File: config.mk
export PLATFORM = sky130hd
export DESIGN_NAME = dq_tap_cal_flat
export DESIGN_NICKNAME = d
export VERILOG_FILES = /design/src/rtl/dq_cal_pkg.sv /design/src/rtl/dq_tap_cal_if.sv /design/src/rtl/dq_cal_sampler.sv /design/src/rtl/dq_tap_cal.sv /design/src/flat_wrapper.sv
export SDC_FILE = /design/constraint.sdc
export NUM_CORES = 1
export LEC_CHECK = 0
export BUFFER_PORTS_ARGS = -buffer_cell sky130_fd_sc_hd__buf_2
export CORE_MARGIN = 8
export CORE_UTILIZATION = 35
export DETAILED_ROUTE_END_ITERATION = 10
export RECOVER_POWER = 25
export SLEW_MARGIN = 10
export SYNTH_ARGS = -nofsm -noshare
export SYNTH_HDL_FRONTEND = slang
export SYNTH_SLANG_ARGS = --single-unit
File: constraint.sdc
create_clock -name MCLK90 -period 4 [get_ports MCLK90]
set_input_delay 0.4 -clock MCLK90 [delete_from_list [all_inputs] [get_ports MCLK90]]
set_output_delay 0.4 -clock MCLK90 [all_outputs]
set_load 0.05 [all_outputs]
File: src/rtl/dq_cal_pkg.sv
// Shared types and constants for the DQ read-capture tap calibration.
// Training pattern and FSM encoding used by dq_tap_cal and its sampler.
package dq_cal_pkg;

  localparam logic PAT_Q1 = 1'b1;
  localparam logic PAT_Q2 = 1'b0;

  typedef enum logic [3:0] {
    ST_IDLE,
    ST_ZERO,
    ST_SETTLE,
    ST_SAMPLE,
    ST_EVAL,
    ST_STEP,
    ST_PARKRST,
    ST_PARKINC,
    ST_FAILRST,
    ST_FIN
  } calState_t;

  function automatic logic patMatch(
    input logic q1,
    input logic q2,
    input logic inv
  );
    if (inv) return (q1 == ~PAT_Q1) && (q2 == ~PAT_Q2);
    return (q1 == PAT_Q1) && (q2 == PAT_Q2);
  endfunction

endpackage

File: src/rtl/dq_tap_cal_if.sv
// IOB-side bundle for one DQ lane: ISERDES data in, IDELAY control out.
// master = calibration logic, slave = IOB / IDELAY.
interface dq_tap_cal_if;

  logic IserdesQ1;
  logic IserdesQ2;
  logic DlyInc;
  logic DlyReset;

  modport master (
    input  IserdesQ1,
    input  IserdesQ2,
    output DlyInc,
    output DlyReset
  );

  modport slave (
    output IserdesQ1,
    output IserdesQ2,
    input  DlyInc,
    input  DlyReset
  );

endinterface

File: src/rtl/dq_cal_sampler.sv
// Per-tap settle timer and consecutive-match counter.
// Emits a single pass or fail strobe for each tap under test.
module dq_cal_sampler #(
  parameter int SETTLE_CYC = 8,
  parameter int SAMPLES    = 16
) (
  input  logic MCLK90,
  input  logic Reset_n,
  input  logic settleEn,
  input  logic sampleEn,
  input  logic match,
  output logic settleDone,
  output logic passStb,
  output logic failStb
);

  localparam int SW = $clog2(SETTLE_CYC + 1);
  localparam int MW = $clog2(SAMPLES + 1);

  logic [SW-1:0] settleCnt;
  logic [MW-1:0] matchCnt;

  // settle timer runs only while the FSM waits after a tap change
  always_ff @(posedge MCLK90) begin
    if (!Reset_n)      settleCnt <= '0;
    else if (!settleEn) settleCnt <= '0;
    else               settleCnt <= settleCnt + SW'(1);
  end

  // any mismatch restarts the run of consecutive good samples
  always_ff @(posedge MCLK90) begin
    if (!Reset_n)               matchCnt <= '0;
    else if (!sampleEn || !match) matchCnt <= '0;
    else                        matchCnt <= matchCnt + MW'(1);
  end

  assign settleDone = settleEn &&
    (settleCnt == SW'(SETTLE_CYC - 1));
  assign passStb = sampleEn && match &&
    (matchCnt == MW'(SAMPLES - 1));
  assign failStb = sampleEn && !match;

endmodule

File: src/rtl/dq_tap_cal.sv
// Read-capture tap calibration for one DQ lane: sweep IDELAY, centre on eye.
// Optional DQ_CAL_SWAP_DETECT_EN accepts inverted Q1/Q2 phase, adds Swapped.
module dq_tap_cal
  import dq_cal_pkg::*;
#(
  parameter int MAX_TAP    = 63,
  parameter int TAPW       = 6,
  parameter int SETTLE_CYC = 8,
  parameter int SAMPLES    = 16
) (
  input  logic            MCLK90,
  input  logic            Reset_n,
  input  logic            Start,
  dq_tap_cal_if.master    iob,
  output logic            Busy,
  output logic            Done,
  output logic            Fail,
  output logic [TAPW-1:0] TapValue,
  output logic [TAPW:0]   EyeWidth
`ifdef DQ_CAL_SWAP_DETECT_EN
  ,
  output logic            Swapped
`endif
);

  calState_t state, nxt;

  logic dlyInc, dlyRst;
  logic match;
  logic settleDone, passStb, failStb;

  logic            tapPass;
  logic            leftVld;
  logic            finOk;
  logic [TAPW-1:0] leftR;
  logic [TAPW-1:0] centreR;
  logic [TAPW-1:0] parkCnt;

  logic            atMax, closed, anyPass;
  logic [TAPW-1:0] leftEff, rightEff;
  logic [TAPW-1:0] spanW, centreW;
  logic [TAPW:0]   eyeW;

`ifdef DQ_CAL_SWAP_DETECT_EN
  logic lockVld, lockInv, tapInv, phaseInv;

  // unlocked: follow the phase seen at the end of settle
  always_comb begin
    phaseInv = lockVld ? lockInv : tapInv;
    match = patMatch(iob.IserdesQ1, iob.IserdesQ2, phaseInv);
  end
`else
  // only the nominal training phase counts
  always_comb begin
    match = patMatch(iob.IserdesQ1, iob.IserdesQ2, 1'b0);
  end
`endif

  dq_cal_sampler #(
    .SETTLE_CYC (SETTLE_CYC),
    .SAMPLES    (SAMPLES)
  ) sampler (
    .MCLK90     (MCLK90),
    .Reset_n    (Reset_n),
    .settleEn   (state == ST_SETTLE),
    .sampleEn   (state == ST_SAMPLE),
    .match      (match),
    .settleDone (settleDone),
    .passStb    (passStb),
    .failStb    (failStb)
  );

  // window bookkeeping evaluated once per tap
  always_comb begin
    atMax    = (TapValue == TAPW'(MAX_TAP));
    closed   = (leftVld && !tapPass) || atMax;
    anyPass  = leftVld || tapPass;
    leftEff  = leftVld ? leftR : TapValue;
    rightEff = tapPass ? TapValue : TapValue - TAPW'(1);
    spanW    = rightEff - leftEff;
    centreW  = leftEff + (spanW >> 1);
    eyeW     = {1'b0, spanW} + (TAPW + 1)'(1);
  end

  // FSM state register
  always_ff @(posedge MCLK90) begin
    if (!Reset_n) state <= ST_IDLE;
    else          state <= nxt;
  end

  // next state and IDELAY strobes
  always_comb begin
    nxt    = state;
    dlyInc = 1'b0;
    dlyRst = 1'b0;
    unique case (state)
      ST_IDLE: begin
        if (Start) nxt = ST_ZERO;
      end
      ST_ZERO: begin
        dlyRst = 1'b1;
        nxt    = ST_SETTLE;
      end
      ST_SETTLE: begin
        if (settleDone) nxt = ST_SAMPLE;
      end
      ST_SAMPLE: begin
        if (passStb || failStb) nxt = ST_EVAL;
      end
      ST_EVAL: begin
        if (!closed)      nxt = ST_STEP;
        else if (anyPass) nxt = ST_PARKRST;
        else              nxt = ST_FAILRST;
      end
      ST_STEP: begin
        dlyInc = 1'b1;
        nxt    = ST_SETTLE;
      end
      ST_PARKRST: begin
        dlyRst = 1'b1;
        nxt    = (centreR == '0) ? ST_FIN : ST_PARKINC;
      end
      ST_PARKINC: begin
        dlyInc = 1'b1;
        if (parkCnt == TAPW'(1)) nxt = ST_FIN;
      end
      ST_FAILRST: begin
        dlyRst = 1'b1;
        nxt    = ST_FIN;
      end
      ST_FIN: begin
        nxt = ST_IDLE;
      end
      default: nxt = ST_IDLE;
    endcase
  end

  assign iob.DlyInc   = dlyInc;
  assign iob.DlyReset = dlyRst;
  assign Busy         = (state != ST_IDLE);

  // tap tracking, window registers and sticky result flags
  always_ff @(posedge MCLK90) begin
    if (!Reset_n) begin
      TapValue <= '0;
      EyeWidth <= '0;
      Done     <= 1'b0;
      Fail     <= 1'b0;
      tapPass  <= 1'b0;
      leftVld  <= 1'b0;
      leftR    <= '0;
      centreR  <= '0;
      parkCnt  <= '0;
      finOk    <= 1'b0;
    end else begin
      unique case (state)
        ST_IDLE: begin
          if (Start) begin
            Done     <= 1'b0;
            Fail     <= 1'b0;
            EyeWidth <= '0;
            leftVld  <= 1'b0;
          end
        end
        ST_ZERO: TapValue <= '0;
        ST_SAMPLE: begin
          if (passStb)      tapPass <= 1'b1;
          else if (failStb) tapPass <= 1'b0;
        end
        ST_EVAL: begin
          if (tapPass && !leftVld) begin
            leftVld <= 1'b1;
            leftR   <= TapValue;
          end
          if (closed) finOk <= anyPass;
          if (closed && anyPass) begin
            centreR  <= centreW;
            EyeWidth <= eyeW;
          end
        end
        ST_STEP: TapValue <= TapValue + TAPW'(1);
        ST_PARKRST: begin
          TapValue <= '0;
          parkCnt  <= centreR;
        end
        ST_PARKINC: begin
          TapValue <= TapValue + TAPW'(1);
          parkCnt  <= parkCnt - TAPW'(1);
        end
        ST_FAILRST: begin
          TapValue <= '0;
          EyeWidth <= '0;
        end
        ST_FIN: begin
          Done <= finOk;
          Fail <= !finOk;
        end
        default: ;
      endcase
    end
  end

`ifdef DQ_CAL_SWAP_DETECT_EN
  // lock the phase on the first passing tap of a run
  always_ff @(posedge MCLK90) begin
    if (!Reset_n) begin
      lockVld <= 1'b0;
      lockInv <= 1'b0;
      tapInv  <= 1'b0;
      Swapped <= 1'b0;
    end else begin
      if (state == ST_IDLE && Start) begin
        lockVld <= 1'b0;
        lockInv <= 1'b0;
        Swapped <= 1'b0;
      end
      if (state == ST_SETTLE)
        tapInv <= patMatch(iob.IserdesQ1, iob.IserdesQ2, 1'b1);
      if (state == ST_EVAL && tapPass && !lockVld) begin
        lockVld <= 1'b1;
        lockInv <= tapInv;
      end
      if (state == ST_FIN) Swapped <= finOk && lockInv;
    end
  end
`endif

endmodule

File: src/flat_wrapper.sv
// flat-port wrapper written by rule: the top's interface ports become plain ports
module dq_tap_cal_flat import dq_cal_pkg::*;
#(
  parameter int MAX_TAP    = 63,
  parameter int TAPW       = 6,
  parameter int SETTLE_CYC = 8,
  parameter int SAMPLES    = 16
)
  (MCLK90, Reset_n, Start, Busy, Done, Fail, TapValue, EyeWidth, iob_IserdesQ1, iob_IserdesQ2, iob_DlyInc, iob_DlyReset);
  dq_tap_cal_if iob_i ();
  input  logic MCLK90;
  input  logic Reset_n;
  input  logic Start;
  output logic Busy;
  output logic Done;
  output logic Fail;
  output logic [TAPW-1:0] TapValue;
  output logic [TAPW:0] EyeWidth;
  input wire logic [$bits(iob_i.IserdesQ1)-1:0] iob_IserdesQ1;
  input wire logic [$bits(iob_i.IserdesQ2)-1:0] iob_IserdesQ2;
  output wire logic [$bits(iob_i.DlyInc)-1:0] iob_DlyInc;
  output wire logic [$bits(iob_i.DlyReset)-1:0] iob_DlyReset;
  assign iob_i.IserdesQ1 = iob_IserdesQ1;
  assign iob_i.IserdesQ2 = iob_IserdesQ2;
  assign iob_DlyInc = iob_i.DlyInc;
  assign iob_DlyReset = iob_i.DlyReset;
  dq_tap_cal #(.MAX_TAP(MAX_TAP), .TAPW(TAPW), .SETTLE_CYC(SETTLE_CYC), .SAMPLES(SAMPLES)) u_core (.MCLK90(MCLK90), .Reset_n(Reset_n), .Start(Start), .iob(iob_i), .Busy(Busy), .Done(Done), .Fail(Fail), .TapValue(TapValue), .EyeWidth(EyeWidth));
endmodule
# After elaboration in Yosys (flattened, before gate mapping)
# Cells that the tools add are included.
[totals] register_bits=49 wordCells=105
[classes] add_sub_neg=8 eq_ne=19 bitwise=2 mux=24 reduce_logical=39
[ops] op="$pmux 4 s8" n=1
[ops] op="$mux 4" n=7
[ops] op="$pmux 6 s2" n=2
[ops] op="$pmux 7 s3" n=1
[ops] op="$eq 4x3->1 const B" n=5
[ops] op="$mux 7" n=2
[ops] op="$mux 6" n=2
[ops] op="$reduce_and 2->1" n=6
[ops] op="$sub 6x1->6 const B" n=2
[ops] op="$ne 2x1->1 const B" n=5
[ops] op="$reduce_bool 2->1" n=5
[ops] op="$eq 4x2->1 const B" n=2
[ops] op="$eq 4x4->1 const B" n=2
[ops] op="$logic_and 1x1->1" n=8
[ops] op="$add 6x1->7 const B" n=1
[ops] op="$add 6x1->6 const B" n=1
[ops] op="$add 6x5->6" n=1
[ops] op="$eq 6x1->1 const B" n=1
[ops] op="$eq 6x6->1 const B" n=1
[ops] op="$logic_not 6->1" n=1
[ops] op="$mux 1" n=6
[ops] op="$pmux 1 s2" n=3
[ops] op="$reduce_and 3->1" n=2
[ops] op="$reduce_or 2->1" n=3
[ops] op="other kinds (14)" n=22

# Depth between registers and ports, before layout
[depth] depth_word=7 depth_mapped=15

# Cells and area by module
# A second synthesis with hierarchy kept.
[unflattened] cells_unflattened=367 area_unflattened_um2=2917.8
[by_module_without_submodules] mod="dq_tap_cal" area_per_inst_um2=2544.9 n_inst=1 seq_area_each_um2=800.8 cells_each=330
[by_module_without_submodules] mod="dq_cal_sampler" area_per_inst_um2=372.9 n_inst=1 seq_area_each_um2=180.2 cells_each=37

# Worst setup path before layout
# OpenSTA, ideal clock, no wires.
[synth_timing] kind="register to register" start="register u_core.TapValue[0]" end="register u_core.centreR[5]" arrival_ps=3282 stages_incl_launch_ff=14 n_path_buf=0 slack_ps=586 path_cell_list="dfxtp_1 inv_1 ha_1 mux2i_1 inv_1 fa_1 xnor2_1 ha_1 a21o_1 a21oi_1 o21bai_1 a21oi_1 xnor2_1 a21oi_1"
[synth_between] elab_chain_len=4 elab_cells_between_ends=9
[synth_lines] item="start, declared" line="dq_tap_cal.sv:18" source="output logic [TAPW-1:0] TapValue,"
[synth_lines] item="start signal, assigned" line="dq_tap_cal.sv:181" source="ST_STEP: TapValue <= TapValue + TAPW'(1);"
[synth_lines] item="start signal, assigned" line="dq_tap_cal.sv:187" source="TapValue <= TapValue + TAPW'(1);"
[synth_lines] item="$sub 6x1->6 / $eq 6x6->1 (equally long branches)" line="dq_tap_cal.sv:79, dq_tap_cal.sv:75"
[synth_lines] item="$mux 6 / $logic_or 1x1->1 (equally long branches)" line="dq_tap_cal.sv:79, dq_tap_cal.sv:76"
[synth_lines] item="$sub 6x6->6 / $logic_and 1x1->1 (equally long branches)" line="dq_tap_cal.sv:80, dq_tap_cal.sv:176"
[synth_lines] item="$add 6x5->6 / $reduce_and 2->1 (equally long branches)"
[synth_lines] item="end signal, assigned" line="dq_tap_cal.sv:177" source="centreR <= centreW;"
[synth_lines] item="end, declared" line="dq_tap_cal.sv:36" source="logic [TAPW-1:0] centreR;"
# Parallel ways exist; a longest one is shown, timed or not.
# A chain may end at the register's enable or synchronous reset.

# Final worst setup path
# Ends and elaborated chain as after synthesis.

==> results.sh <==
export IMPL_status="finished, final reports clean"
export IMPL_cts_resized=0
export IMPL_relSlewSlack=0.4178
export IMPL_clock_sinks=49
export IMPL_post_cts_buffers=0
export IMPL_via_count=2341
export IMPL_max_cap_viol_count=0
export IMPL_synth_seq_area_share=0.3372
export IMPL_final_cells=465
export IMPL_p_int_w=0.0007240
export IMPL_cts_hold_buf=0
export IMPL_path_common_cell="a21oi_1"
export IMPL_fp_dieW_um=107.2
export IMPL_rsz0062_at_grt="no"
export IMPL_path_clk_slew_ps=90
export IMPL_period_minus_slack_ps=3344
export IMPL_routed_top_layer="met4"
export IMPL_drc=0
export IMPL_worstPathRequired_ps=4170
export IMPL_finalCritPeriodShare=0.8360
export IMPL_gp_congestion=0.7847
export IMPL_initial_core_util=0.3576
export IMPL_p_seq_frac=0.490
export IMPL_cp_end_kind="flip-flop"
export IMPL_synth_fp_nets=374
export IMPL_start_kind="flip-flop"
export IMPL_die_area_mm2=0.01148
export IMPL_postSynthAreaPerCell_um2=8.335
export IMPL_setup_ws_ps=656.0
export IMPL_clock_latency_ps=300
export IMPL_drtAntennaViolNets=0
export IMPL_p_leak_nw=1.251
export IMPL_yosysUniqueCellTypes=50
export IMPL_power_density_mw_per_mm2=364.6
export IMPL_clockRootBuffer="clkbuf_8"
export IMPL_wl_met2_um=2673
export IMPL_grt_max_degree=42
export IMPL_switching_share=0.3682
export IMPL_crit_slowest_cell="dfxtp_1"
export IMPL_grt_first_pass_wirelength_um=10920
export IMPL_finalHoldViolCount=0
export IMPL_whs_ps=451.6
export IMPL_worstPathCellList="inv_1, ha_1, mux2i_1, inv_1, fa_1, xnor2_1, ha_1, a21o_1, a21oi_1, o21bai_1, a21oi_1, xnor2_1, a21oi_1"
export IMPL_fp_dieH_um=107.2
export IMPL_worstMarginPinSlew_ps=872.1
export IMPL_crit_family="adder cells"
export IMPL_cp_slowest_stage_delay_ps=480
export IMPL_wirelength_um=6216
export IMPL_placementRows=33
export IMPL_skew_ps=6.389
export IMPL_dpl_worst_slack_ps=642.6
export IMPL_dr_wl_met3_um=265
export IMPL_async_reset_ff_frac=0
export IMPL_comb_power_share=0.253
export IMPL_portBuffers=22
export IMPL_synth_common_cells="49 x dfxtp_1, 37 x nor2_1, 30 x nand2_1"
export IMPL_p_sw_w=0.0004218
export IMPL_netlist_area_mm2=0.002909
export IMPL_placed_cells=457
export IMPL_wire_per_inst_um=13.37
export IMPL_synth_top_cell_area_share=0.3372
export IMPL_ir_worst_vdd_v=0.0001800
export IMPL_htree_levels=2
export IMPL_crit_type="flip-flop to flip-flop"
export IMPL_antenna_cells=0
export IMPL_yosysWarnings=0
export IMPL_io_pins=23
export IMPL_grt_pass1_vias=2390
export IMPL_clockPowerShare=0.257
export IMPL_finalSetupViolCount=0
export IMPL_cp_max_fo=7
export IMPL_dr_pass1_iters=4
export IMPL_core_area_mm2=0.008134
export IMPL_hpwl_um=4682
export IMPL_drt_iter0_markers=109
export IMPL_grt_usage=0.1146
export IMPL_critical_path_arrival_ps=3510
export IMPL_area_growth_pct=8.043
export IMPL_antenna_found_initial=0
export IMPL_min_path_type="flip-flop to flip-flop"
export IMPL_worst_path_buf_inv=2
export IMPL_clock_fmax_mhz=299.0
export IMPL_drive_gt1_frac=0.06667
export IMPL_synth_seq_cells=49
export IMPL_synth_largest_area_cell="dfxtp_1"
export IMPL_slew_viol_final=0
export IMPL_nets=384
export IMPL_synth_most_common_cell="dfxtp_1"
export IMPL_cts_buffers=5
export IMPL_wl_met1_um=3159
export IMPL_fin_setup_tns_ps=0
export IMPL_clk_path_buf_depth=2
export IMPL_vias_per_cell=5.034
export IMPL_synth_area_leaders="dfxtp_1 34%, ha_1 7.7%, nor2_1 4.8%, xnor2_1 4.2%, mux2i_1 4.1%"
export IMPL_synth_enable_flop_cells=0
export IMPL_cts_tree="built"
export IMPL_synthCells=349
export IMPL_synth_flop_cell="dfxtp_1"
export IMPL_grt_overflow_total=0
==> cell usage in the layout, fill, tap and decap left out, types with 5 or more instances in the layout <==
cell / count
a21boi_0: 8
a21oi_1: 18
and2_1: 7
and3_1: 5
buf_2: 10
clkbuf_1: 13
clkbuf_8: 5
dfxtp_1: 49
ha_1: 18
inv_1: 18
mux2i_1: 12
nand2_1: 30
nand3_1: 13
nand4_1: 5
nor2_1: 37
nor2b_1: 19
nor3_1: 5
o21ai_0: 8
xnor2_1: 14
xor2_1: 9
==> layer usage <==
metal / GRT usage / vias up
li1: - / 1222
met1: 0.1486 / 1073
met2: 0.1801 / 37
met3: 0.02579 / 9
met4: 0.04422 / 0
met5: 0 / -
==> flip-flops by register name, summed over array words and instances, names as in the netlist <==
register                  cells
u_core.EyeWidth               7
u_core.TapValue               6
u_core.centreR                6
u_core.leftR                  6
u_core.parkCnt                6
u_core.sampler.matchCnt       5
u_core.sampler.settleCnt      4
u_core.state                  4
u_core.Done                   1
u_core.Fail                   1
u_core.finOk                  1
u_core.leftVld                1
u_core.tapPass                1
==> metrics by stage <==
stage / util / total power (W) / instance area (µm²)
3_5_place_dp: 0.3776 / 0.0008618 / 3072
2_1_floorplan: - / 0.0007932 / 2909
5_1_grt: 0.3864 / 0.001217 / 3143
3_3_place_gp: 0.3776 / 0.0008604 / 3072
4_1_cts: 0.3882 / 0.001159 / 3158
6_report: 0.3864 / 0.001146 / 3143
==> layout make-up <==
class	count	area [µm²]
Sequential cell	49	980.9
Timing Repair Buffer	22	95.09
Fill cell	887	4991
Clock buffer	6	72.57
Multi-Input combinational cell	263	1782
Tap cell	105	131.4
Inverter	18	67.56
Clock inverter	2	13.76
==> logic make-up (layout without fill, tap and decap cells) <==
family                     Yosys count  in the layout  share of synthesized area
AOI/OAI and AO/OA                   67             67                     0.1566
DFF                                 49             49                     0.3372
adders and majority gates           20             20                    0.09118
and+or+nand+nor                    139            139                     0.2430
xor gates and xnor gates            25             25                    0.08043
muxes                               12             12                    0.04129
buffers and inverters               37             48                    0.05032
==> worst register-to-register path: stages (launching register included) <==
cell and delay [ps]:
dfxtp_1 480, inv_1 120, ha_1 320, mux2i_1 200, inv_1 90, fa_1 450
xnor2_1 390, ha_1 320, a21o_1 150, a21oi_1 210, o21bai_1 90, a21oi_1 170
xnor2_1 130, a21oi_1 80
==> power groups by stage <==
stage	Clock [W]	Combinational, W	Sequential (W)
after CTS	0.000307	0.000293	0.000559
after detailed placement	0	0.000291	0.000571
after global routing	0.000324	0.000327	0.000566
after floorplan	0	0.000267	0.000526
final	0.000294	0.000290	0.000561
after global placement	0	0.000290	0.000571
==> worst paths after layout <==
path / from / endpoint / slack [ps] / depth (start not counted)
setup / recovery: u_core.TapValue[0]$_SDFFE_PN0P_ / u_core.centreR[5]$_SDFFE_PN0P_ / 660 / 13
hold / removal: u_core.EyeWidth[2]$_SDFFE_PN0P_ / u_core.EyeWidth[2]$_SDFFE_PN0P_ / 450 / 2
setup reg to reg: u_core.TapValue[0]$_SDFFE_PN0P_ / u_core.centreR[5]$_SDFFE_PN0P_ / 660 / 13
hold reg to reg: u_core.EyeWidth[2]$_SDFFE_PN0P_ / u_core.EyeWidth[2]$_SDFFE_PN0P_ / 450 / 2
(Power assumes the default switching activity.)
